`config.mk`:
```
export PLATFORM = sky130hd
export DESIGN_NAME = imem_loader_flat
export DESIGN_NICKNAME = d
export VERILOG_FILES = /design/src/rtl/imem_loader_if.sv /design/src/rtl/imem_loader.sv /design/src/flat_wrapper.sv
export SDC_FILE = /design/constraint.sdc
export NUM_CORES = 1
export LEC_CHECK = 0
export CELL_PAD_IN_SITES_DETAIL_PLACEMENT = 1
export CELL_PAD_IN_SITES_GLOBAL_PLACEMENT = 2
export CORE_UTILIZATION = 34
export CTS_CLUSTER_SIZE = 12
export DETAILED_ROUTE_END_ITERATION = 10
export GPL_TIMING_DRIVEN = 0
export PLACE_DENSITY = 0.95
export SETUP_SLACK_MARGIN = 0.1
export SYNTH_ARGS = -nofsm -noshare
export SYNTH_HDL_FRONTEND = slang
export SYNTH_SLANG_ARGS = --single-unit
```
`constraint.sdc`:
```
create_clock -name clk -period 6.6 [get_ports clk]
set_clock_uncertainty 0.15 [all_clocks]
set_input_delay 1.65 -clock clk [delete_from_list [all_inputs] [get_ports clk]]
set_output_delay 1.65 -clock clk [all_outputs]
set_load 0.02 [all_outputs]
```
`src/rtl/imem_loader_if.sv`:
```
// imem_loader_if: byte-stream handshake into the boot loader.
//   in_valid  producer has a byte on in_data
//   in_data   8-bit stream byte
//   in_ready  loader accepts the byte at this clock edge
// Modports: master = byte producer, slave = loader.
interface imem_loader_if;
    logic       in_valid;
    logic [7:0] in_data;
    logic       in_ready;

    modport master (output in_valid, output in_data, input in_ready);
    modport slave  (input in_valid, input in_data, output in_ready);
endinterface

```
`src/rtl/imem_loader.sv`:
```
// imem_loader: boot-time program loader for the single-cycle core.
// Takes a little-endian byte stream (4-byte word count N, then N words,
// then an optional 4-byte checksum trailer), writes the words to imem at
// addresses 0..N-1 and holds the core in reset until the image is loaded.
//
// Ports:
//   clk, rst      clock, synchronous active-high reset
//   stream        imem_loader_if.slave byte handshake (in_valid/in_data/in_ready)
//   imem_we       one-cycle write strobe to imem
//   imem_addr     word address of the write
//   imem_wdata    word to write
//   core_rst      core reset, released one cycle after done rises
//   done          image loaded (sticky until rst)
//   error         bad image (sticky until rst)
//
// Optional feature: define IMEM_LOADER_CHECKSUM_EN to require a trailer equal
// to the mod-2^32 sum of all data words.
module imem_loader #(
    parameter int unsigned DWIDTH = 32,
    parameter int unsigned AWIDTH = 10
) (
    input  logic               clk,
    input  logic               rst,
    imem_loader_if.slave       stream,
    output logic               imem_we,
    output logic [AWIDTH-1:0]  imem_addr,
    output logic [DWIDTH-1:0]  imem_wdata,
    output logic               core_rst,
    output logic               done,
    output logic               error
);
    localparam logic [32:0] MAX_WORDS = 33'd1 << AWIDTH;

    typedef enum logic [2:0] {
        S_HDR,
        S_DATA,
`ifdef IMEM_LOADER_CHECKSUM_EN
        S_CSUM,
`endif
        S_DONE,
        S_ERR
    } state_t;

    state_t             state;
    logic [1:0]         byte_cnt;
    logic [23:0]        shreg;      // first three bytes of the current word
    logic [AWIDTH-1:0]  word_idx;
    logic [AWIDTH:0]    n_words;
`ifdef IMEM_LOADER_CHECKSUM_EN
    logic [31:0]        sum;
`endif

    logic               accept;
    logic               last_byte;
    logic               last_word;
    logic [31:0]        word;

    always_comb begin
        accept    = stream.in_valid & stream.in_ready;
        last_byte = (byte_cnt == 2'd3);
        // Bytes arrive LSB first, so the byte on the bus completes the word.
        word      = {stream.in_data, shreg};
        last_word = (({1'b0, word_idx} + (AWIDTH+1)'(1)) == n_words);
    end

    always_ff @(posedge clk) begin
        if (rst) begin
            state           <= S_HDR;
            byte_cnt        <= '0;
            shreg           <= '0;
            word_idx        <= '0;
            n_words         <= '0;
`ifdef IMEM_LOADER_CHECKSUM_EN
            sum             <= '0;
`endif
            stream.in_ready <= 1'b1;
            imem_we         <= 1'b0;
            imem_addr       <= '0;
            imem_wdata      <= '0;
            core_rst        <= 1'b1;
            done            <= 1'b0;
            error           <= 1'b0;
        end else begin
            imem_we <= 1'b0;
            // Release the core one cycle after done, so the last write lands first.
            if (state == S_DONE) core_rst <= 1'b0;

            if (accept) begin
                shreg    <= word[31:8];
                byte_cnt <= byte_cnt + 2'd1;
                if (last_byte) begin
                    case (state)
                        S_HDR: begin
                            if ({1'b0, word} > MAX_WORDS) begin
                                state           <= S_ERR;
                                stream.in_ready <= 1'b0;
                                error           <= 1'b1;
                            end else if (word == '0) begin
`ifdef IMEM_LOADER_CHECKSUM_EN
                                state           <= S_CSUM;
`else
                                state           <= S_DONE;
                                stream.in_ready <= 1'b0;
                                done            <= 1'b1;
`endif
                            end else begin
                                n_words <= word[AWIDTH:0];
                                state   <= S_DATA;
                            end
                        end
                        S_DATA: begin
                            imem_we    <= 1'b1;
                            imem_addr  <= word_idx;
                            imem_wdata <= DWIDTH'(word);
`ifdef IMEM_LOADER_CHECKSUM_EN
                            sum        <= sum + word;
`endif
                            if (last_word) begin
`ifdef IMEM_LOADER_CHECKSUM_EN
                                state           <= S_CSUM;
`else
                                state           <= S_DONE;
                                stream.in_ready <= 1'b0;
                                done            <= 1'b1;
`endif
                            end else begin
                                word_idx <= word_idx + AWIDTH'(1);
                            end
                        end
`ifdef IMEM_LOADER_CHECKSUM_EN
                        S_CSUM: begin
                            stream.in_ready <= 1'b0;
                            if (word == sum) begin
                                state <= S_DONE;
                                done  <= 1'b1;
                            end else begin
                                state <= S_ERR;
                                error <= 1'b1;
                            end
                        end
`endif
                        default: ;
                    endcase
                end
            end
        end
    end
endmodule

```
`src/flat_wrapper.sv`:
```
// flat-port wrapper written by rule: the top's interface ports become plain ports
module imem_loader_flat 
#(
    parameter int unsigned DWIDTH = 32,
    parameter int unsigned AWIDTH = 10
)
  (clk, rst, imem_we, imem_addr, imem_wdata, core_rst, done, error, stream_in_valid, stream_in_data, stream_in_ready);
  imem_loader_if stream_i ();
  input  logic clk;
  input  logic rst;
  output logic imem_we;
  output logic [AWIDTH-1:0] imem_addr;
  output logic [DWIDTH-1:0] imem_wdata;
  output logic core_rst;
  output logic done;
  output logic error;
  input wire logic [$bits(stream_i.in_valid)-1:0] stream_in_valid;
  input wire logic [$bits(stream_i.in_data)-1:0] stream_in_data;
  output wire logic [$bits(stream_i.in_ready)-1:0] stream_in_ready;
  assign stream_i.in_valid = stream_in_valid;
  assign stream_i.in_data = stream_in_data;
  assign stream_in_ready = stream_i.in_ready;
  imem_loader #(.DWIDTH(DWIDTH), .AWIDTH(AWIDTH)) u_core (.clk(clk), .rst(rst), .stream(stream_i), .imem_we(imem_we), .imem_addr(imem_addr), .imem_wdata(imem_wdata), .core_rst(core_rst), .done(done), .error(error));
endmodule
```
==> out/qor.yml, run 1 <==
multiInputGateArea_mm2: 0.00186
end_kind: "register"
syn_avg_cell_area_um2: 8.12
wl_mm: 11.2
rsz0062_at_grt: "false"
syn_area_mm2: 0.00392
area_growth_syn_to_layout_pct: 26.9
synth_adder_area_share: 0.00638
synthArstFlopShare: 0
cts_setup_buffers: 0
yosysMostFrequentCell: "nand2_1"
synthMuxAreaShare: 0.0332
design_area_mm2: 0.00497
r2r_start: "u_core.word_idx[0]$_SDFFE_PP0P_"
tightest_slew_ns: 0.605
core-area_mm2: 0.0110
antenna_cells: 0
port_buffers: 56
setup_viol: 0
critPathMaxFanout: 10
hold_viol: 0
wl_per_cell_um: 16.1
cellLeakagePower_nw: 1.74
yosysSeqAreaShare: 0.490
antenna_found_initial: 0
die_w_um: 109
synth_edf_count: 0
hpwl_mm: 8.21
h-tree-depth: 3
timing.rr.end: "u_core.word_idx[1]$_SDFFE_PP0P_"
dr.pass1.iters: 4
synth_seq_cells: 96
cts-hold-fix-buffers: 0
cts_resized: 0
yosysTopAreaCell: "dfxtp_1"
start_util: 0.355
synthTopCellsByCount: "nand2_1 (144), dfxtp_1 (96), a21oi_1 (74), nor2_1 (27), clkbuf_1 (22)"
yosysWarnings: 0
relSlewSlack: 0.597
antenna_left: 0
synth-xor-area-share: 0.0357
grt_pass1_wl_mm: 18.4
insertion_delay_ns: 0.35
ys_types: 49
n_fill_cell: 1340
max_freq_ghz: 0.252
syn_nets: 496
fp.dieH_um: 109
synthFlopType: "dfxtp_1"
finalMaxSlewViolations: 0
min_path_cells: 2
reg2reg_depth: 9
power_density_mw_per_mm2: 238
cts_buffer_depth: 2
vias: 3569
synthCells: 483
dpl_cell_area_mm2: 0.00466
dieArea_mm2: 0.0120
yosys.area_share.simple: 0.261
min_path_type: "register to register"
regArea_mm2: 0.00192
start_kind: "input pin"
globalplace.congestion: 0.898
layout.nets: 563
final_cells: 695
yosysTopAreaCellShare: 0.490
ioPinCount: 58
synth_top_family_by_area: "simple AND/OR/NAND/NOR gates"
via_per_inst: 5.14
critPathCapture: "u_core.word_idx[9]$_SDFFE_PP0P_"
row_count: 38
cts_tree: "built"
status: "finished clean"
grt_max_degree: 17
grt_overflow: 0
setup_tns_ns: 0
cap_viol_max_count: 0
numCtsBuffers: 9
dp_cells: 679
drc: 0
clk_pin_slew_ns: 0.07
grt_pass1_vias: 3645
clock-sinks: 96
r2r_slack_ns: 3.61
worst_ep_required_time_ns: 6.72
drive_above_1_share: 0.0541
worstSetupPathType: "input pin to register"
critPathLaunch: "stream_in_valid"
first_iter_violations: 115
synthTopCellsByArea: "dfxtp_1 (49%), nand2_1 (14%), a21oi_1 (9.4%), mux2i_1 (3.3%), nor2_1 (2.6%)"
cp_data_arrival_time_ns: 4.08
finalCriticalPeriod_ns: 3.97
period_share: 0.601
grt_usage: 0.201
cts_root_buf: "clkbuf_16"
synth_compound_area_frac: 0.137
ir_drop_v: 0.000106
## per-layer routing
metal  vias up  GRT usage  routed length (um)  share of wire
li1       1768          -                   -              -
met1      1733      0.241                4880           0.44
met2        55      0.359                5830           0.52
met3        13     0.0332                 313          0.028
met4         0     0.0790                 191          0.017
met5         -          0                   0              0
## stage by stage
| step | total power [mW] | hold WS (ns) | utilization | worst slack [ns] |
|---|---|---|---|---|
| floorplan | 0.630 | 0.290 | - | 3.22 |
| global placement | 0.650 | 0.295 | 0.422 | 2.34 |
| detailed placement | 0.652 | 0.296 | 0.422 | 2.23 |
| CTS | 1.20 | 0.305 | 0.451 | 2.60 |
| global route | 1.23 | 0.332 | 0.451 | 2.48 |
| finish | 1.19 | 0.306 | 0.451 | 2.63 |
## logic make-up (layout without fill, tap and decap cells)
logic type,Yosys count,count (layout)
compound gates,99,99
mux,13,13
simple gates,224,224
flops,96,96
buf+inv,33,105
xor+xnor,16,16
fa+ha+maj,2,2
## cells in the final DEF (no fill, tap or decap), types with 2 or more instances in the layout
cell type        count
nand4_1              4
nor3_1               4
xor2_1               8
nand3_1              7
or3_1                8
nand2_1            144
buf_6                2
clkdlybuf4s50_1     56
a21oi_1             74
clkbuf_8             2
or4_1                4
mux2i_1             13
o21ai_0              6
ha_1                 2
nor2b_1              2
o211ai_1             2
and2_1               2
clkbuf_16            9
xnor2_1              8
nand3b_1             2
clkinv_4             4
nand4bb_1            2
buf_1                3
nor4_1               5
dfxtp_1             96
a31oi_1              2
nor2_1              27
buf_2                4
o21ai_1              7
clkbuf_1            22
## worst min path at each step
stage                                         endpoint  slack, ns                                from
floorplan              u_core.byte_cnt[1]$_SDFFE_PP0P_       0.29     u_core.byte_cnt[1]$_SDFFE_PP0P_
global placement    u_core.imem_wdata[26]$_SDFFE_PP0P_       0.30  u_core.imem_wdata[26]$_SDFFE_PP0P_
detailed placement   u_core.imem_wdata[7]$_SDFFE_PP0P_       0.30   u_core.imem_wdata[7]$_SDFFE_PP0P_
CTS                 u_core.imem_wdata[24]$_SDFFE_PP0P_       0.31  u_core.imem_wdata[24]$_SDFFE_PP0P_
global route          u_core.imem_addr[4]$_SDFFE_PP0P_       0.33    u_core.imem_addr[4]$_SDFFE_PP0P_
finish              u_core.imem_wdata[25]$_SDFFE_PP0P_       0.31  u_core.imem_wdata[25]$_SDFFE_PP0P_
## power by group
group / switching (mW) / total [mW] / internal (mW)
clock network: 0.231 / 0.548 / 0.317
registers: 0.00782 / 0.594 / 0.586
logic: 0.0298 / 0.0449 / 0.0151
## registers in the layout, indices dropped and copies added, names as in the netlist
name and cells:
u_core.imem_wdata 32, u_core.shreg 24, u_core.n_words 11, u_core.imem_addr 10, u_core.word_idx 10, u_core.byte_cnt 2
u_core.state 2, u_core.core_rst 1, u_core.done 1, u_core.error 1, u_core.imem_we 1, u_core.stream.in_ready 1
## critical path: stages
cell	delay [ns]
clkdlybuf4s50_1	0.48
and2_1	0.12
clkbuf_1	0.41
nand3b_1	0.30
nor2_4	0.36
o21ai_4	0.13
buf_6	0.17
or3_1	0.30
a21oi_1	0.15
## area by class of cell
| type | instances | area share |
|---|---|---|
| repair buffers | 56 | 0.113 |
| clock buffers | 11 | 0.0508 |
| inverters | 2 | 0.00151 |
| flip-flops and latches | 96 | 0.386 |
| well taps | 140 | 0.0352 |
| clock inverters | 5 | 0.0131 |
| multi-input cells | 354 | 0.373 |
| plain buffers | 31 | 0.0274 |
Note: power is estimated with default switching activity, not from simulation.
==> inputs of run 2 (changes only) <==
CORE_UTILIZATION = 28   (was 34)
PLACE_DENSITY = 0.86   (was 0.95)
clock period = 3.4 ns   (was 6.6 ns; I/O delays follow)
==> run 2 against run 1 <==
  * Setup slack lost 2.3 ns
  * Combinational power grew 96%
  * Routed wire length grew 2.6%
  * Register-to-register slack lost 3.2 ns
  * Final area grew 0.75%
  * Hold slack lost 0.0011 ns
  * Sequential power grew 94%
  * Sequential cell count is the same
  * Non-clock buffer count is the same
  * Power grew 93%
==> out/qor.yml, run 2 (same netlist as run 1, synthesis figures left out) <==
cp_top_family: "simple AND/OR/NAND/NOR gates"
grt_overflow: 0  # unchanged
numCtsBuffers: 9  # unchanged
hold_viol: 0  # unchanged
dpl_cell_area_mm2: 0.00470  # +0.97%
p_total_mw: 2.29  # +93%
row_count: 42  # +11%
grt_max_degree: 16  # -1
status: "finished clean"
cp_num_buf_inv: 2  # -1
antenna_found_initial: 0  # unchanged
met1_usage: 0.196  # -0.0444
cp_data_arrival_time_ns: 3.11  # -0.97 ns
critPathMaxFanout: 10  # unchanged
cap_viol_max_count: 0  # unchanged
worstSetupPathType: "input pin to register"
grt_usage: 0.169  # -0.0329
cts_tree: "built"
wl_mm: 11.5  # +2.6%
insertion_delay_ns: 0.35  # about the same
period_share: 0.896
finalMaxSlewViolations: 0  # unchanged
grtUsageMet3: 0.0259  # -0.00725
antenna_cells: 0  # unchanged
min_path_type: "register to register"
cts_root_buf: "clkbuf_16"
clk_pin_slew_ns: 0.06  # about the same
top_register: "u_core.imem_wdata"
layout.nets: 563  # unchanged
antenna_left: 0  # unchanged
globalplace.congestion: 0.813  # -9.5%
clock-sinks: 96  # unchanged
end_kind: "register"
cts_buffer_depth: 2  # unchanged
grtUsageMet2: 0.306  # -0.0537
cp_slowest_stage_delay_ns: 0.52  # +0.04 ns
final.setup.worst_slack_ns: 0.353  # -2.28 ns
dpl_worst_slack_ns: -0.144  # -2.37 ns
rsz0062_at_grt: "false"
drc: 0  # unchanged
h-tree-depth: 3  # unchanged
setup_tns_ns: 0  # unchanged
design_area_mm2: 0.00501  # +0.75%
post-route-util: 0.373  # -0.0784
first_iter_violations: 156  # +36%
core-area_mm2: 0.0135  # +22%
start_kind: "input pin"
cellLeakagePower_nw: 1.73  # -0.68%
setup_viol: 0  # unchanged
dr.pass1.iters: 4  # unchanged
worst_ep_required_time_ns: 3.46  # -3.26 ns
layout_commonest_cell: "nand2_1"
die_w_um: 120  # +10%
critical_path.cell_chain: "clkdlybuf4s50_1, nor4_1, nand4_1, or4_4, nor3_2, nand2_1, buf_6, mux2i_1, nor2_1"
grt_pass1_vias: 3726  # +2.2%
ir_drop_v: 0.000233  # +120%
crit_slowest_cell: "clkdlybuf4s50_1"
area_growth_syn_to_layout_pct: 27.8
reg.largest.list: "u_core.imem_wdata: 32 flops, u_core.shreg: 24 flops, u_core.n_words: 11 flops"
drive_above_1_share: 0.0541  # unchanged
cts-hold-fix-buffers: 0  # unchanged
layout_common_cells: "nand2_1 (144), dfxtp_1 (96), a21oi_1 (74)"
tightest_slew_ns: 0.632  # +0.0268 ns
wl_per_cell_um: 15.7  # -2.4%
hpwl_mm: 8.50  # +3.5%
fp.dieH_um: 120  # +10%
start_util: 0.291  # -0.0640
dieArea_mm2: 0.0145  # +21%
largest_register_ffs: 32  # unchanged
finalCriticalPeriod_ns: 3.05
power_density_mw_per_mm2: 457  # +92%
grt_pass1_wl_mm: 18.8  # +2.2%
grt_busiest_layer: "met2"
port_buffers: 56  # unchanged
via_per_inst: 4.87  # -5.2%
vias: 3558  # -0.31%
relSlewSlack: 0.579  # -0.0179
ioPinCount: 58  # unchanged
max_freq_ghz: 0.328
n_fill_cell: 1652  # +23%
[run 2: cell types whose count changed in the layout (fill, tap and decap cells not counted), sizes merged]
| cell | delta |
|---|---|
| clkinvlp | +3 |
| clkinv | -4 |
| clkbuf | +1 |
[run 2: metal layers]
| layer | share of wire | vias to the layer above | routed length [um] |
|---|---|---|---|
| li1 | - | 1757 | - |
| met1 | 0.44 | 1744 | 5120 |
| met2 | 0.51 | 42 | 5920 |
| met3 | 0.021 | 15 | 243 |
| met4 | 0.019 | 0 | 222 |
| met5 | 0 | - | 0 |
[run 2: where the power goes]
| part | switching, mW | total, mW | leakage, nW | internal (mW) |
|---|---|---|---|---|
| clock network | 0.441 | 1.05 | 0.141 | 0.611 |
| registers | 0.0145 | 1.15 | 0.776 | 1.14 |
| logic | 0.0585 | 0.0881 | 0.812 | 0.0296 |
[run 2: stage by stage]
stage / hold slack (ns) / cells
after global placement: 0.292 / 715
final: 0.305 / 731
after floorplan: 0.290 / 483
after CTS: 0.308 / 731
after global routing: 0.324 / 731
after detailed placement: 0.297 / 715
[run 2: worst paths after layout]
path	from	to	slack (ns)	depth (start not counted)
setup / recovery	stream_in_data[7]	u_core.n_words[5]$_SDFFE_PP0P_	0.35	9
hold / removal	u_core.imem_wdata[4]$_SDFFE_PP0P_	u_core.imem_wdata[4]$_SDFFE_PP0P_	0.30	2
setup reg to reg	u_core.word_idx[0]$_SDFFE_PP0P_	u_core.word_idx[1]$_SDFFE_PP0P_	0.38	9
hold reg to reg	u_core.imem_wdata[4]$_SDFFE_PP0P_	u_core.imem_wdata[4]$_SDFFE_PP0P_	0.30	2
[run 2: worst register-to-register path, stage by stage, from the launching register on]
cell	delay [ns]
dfxtp_1	0.49
ha_1	0.33
nand3_1	0.20
or2_1	0.31
mux2i_1	0.17
or4b_4	0.60
o21ai_4	0.21
buf_6	0.17
mux2i_1	0.20
nor2_1	0.05
[run 2: final cells by class]
type,instances,area (um2),area share
clock inverters,4,52.6,0.0105
clock buffers,12,256,0.0512
flip-flops and latches,96,1920,0.383
multi-input cells,354,1860,0.370
plain buffers,31,138,0.0275
well taps,176,220,0.0439
repair buffers,56,561,0.112
inverters,2,7.51,0.00150
[run 2: repair_timing]
action                                  CTS  global route
setup buffers                             0             0
endpoints found under the setup margin    0            16
gates resized for setup                   0             2
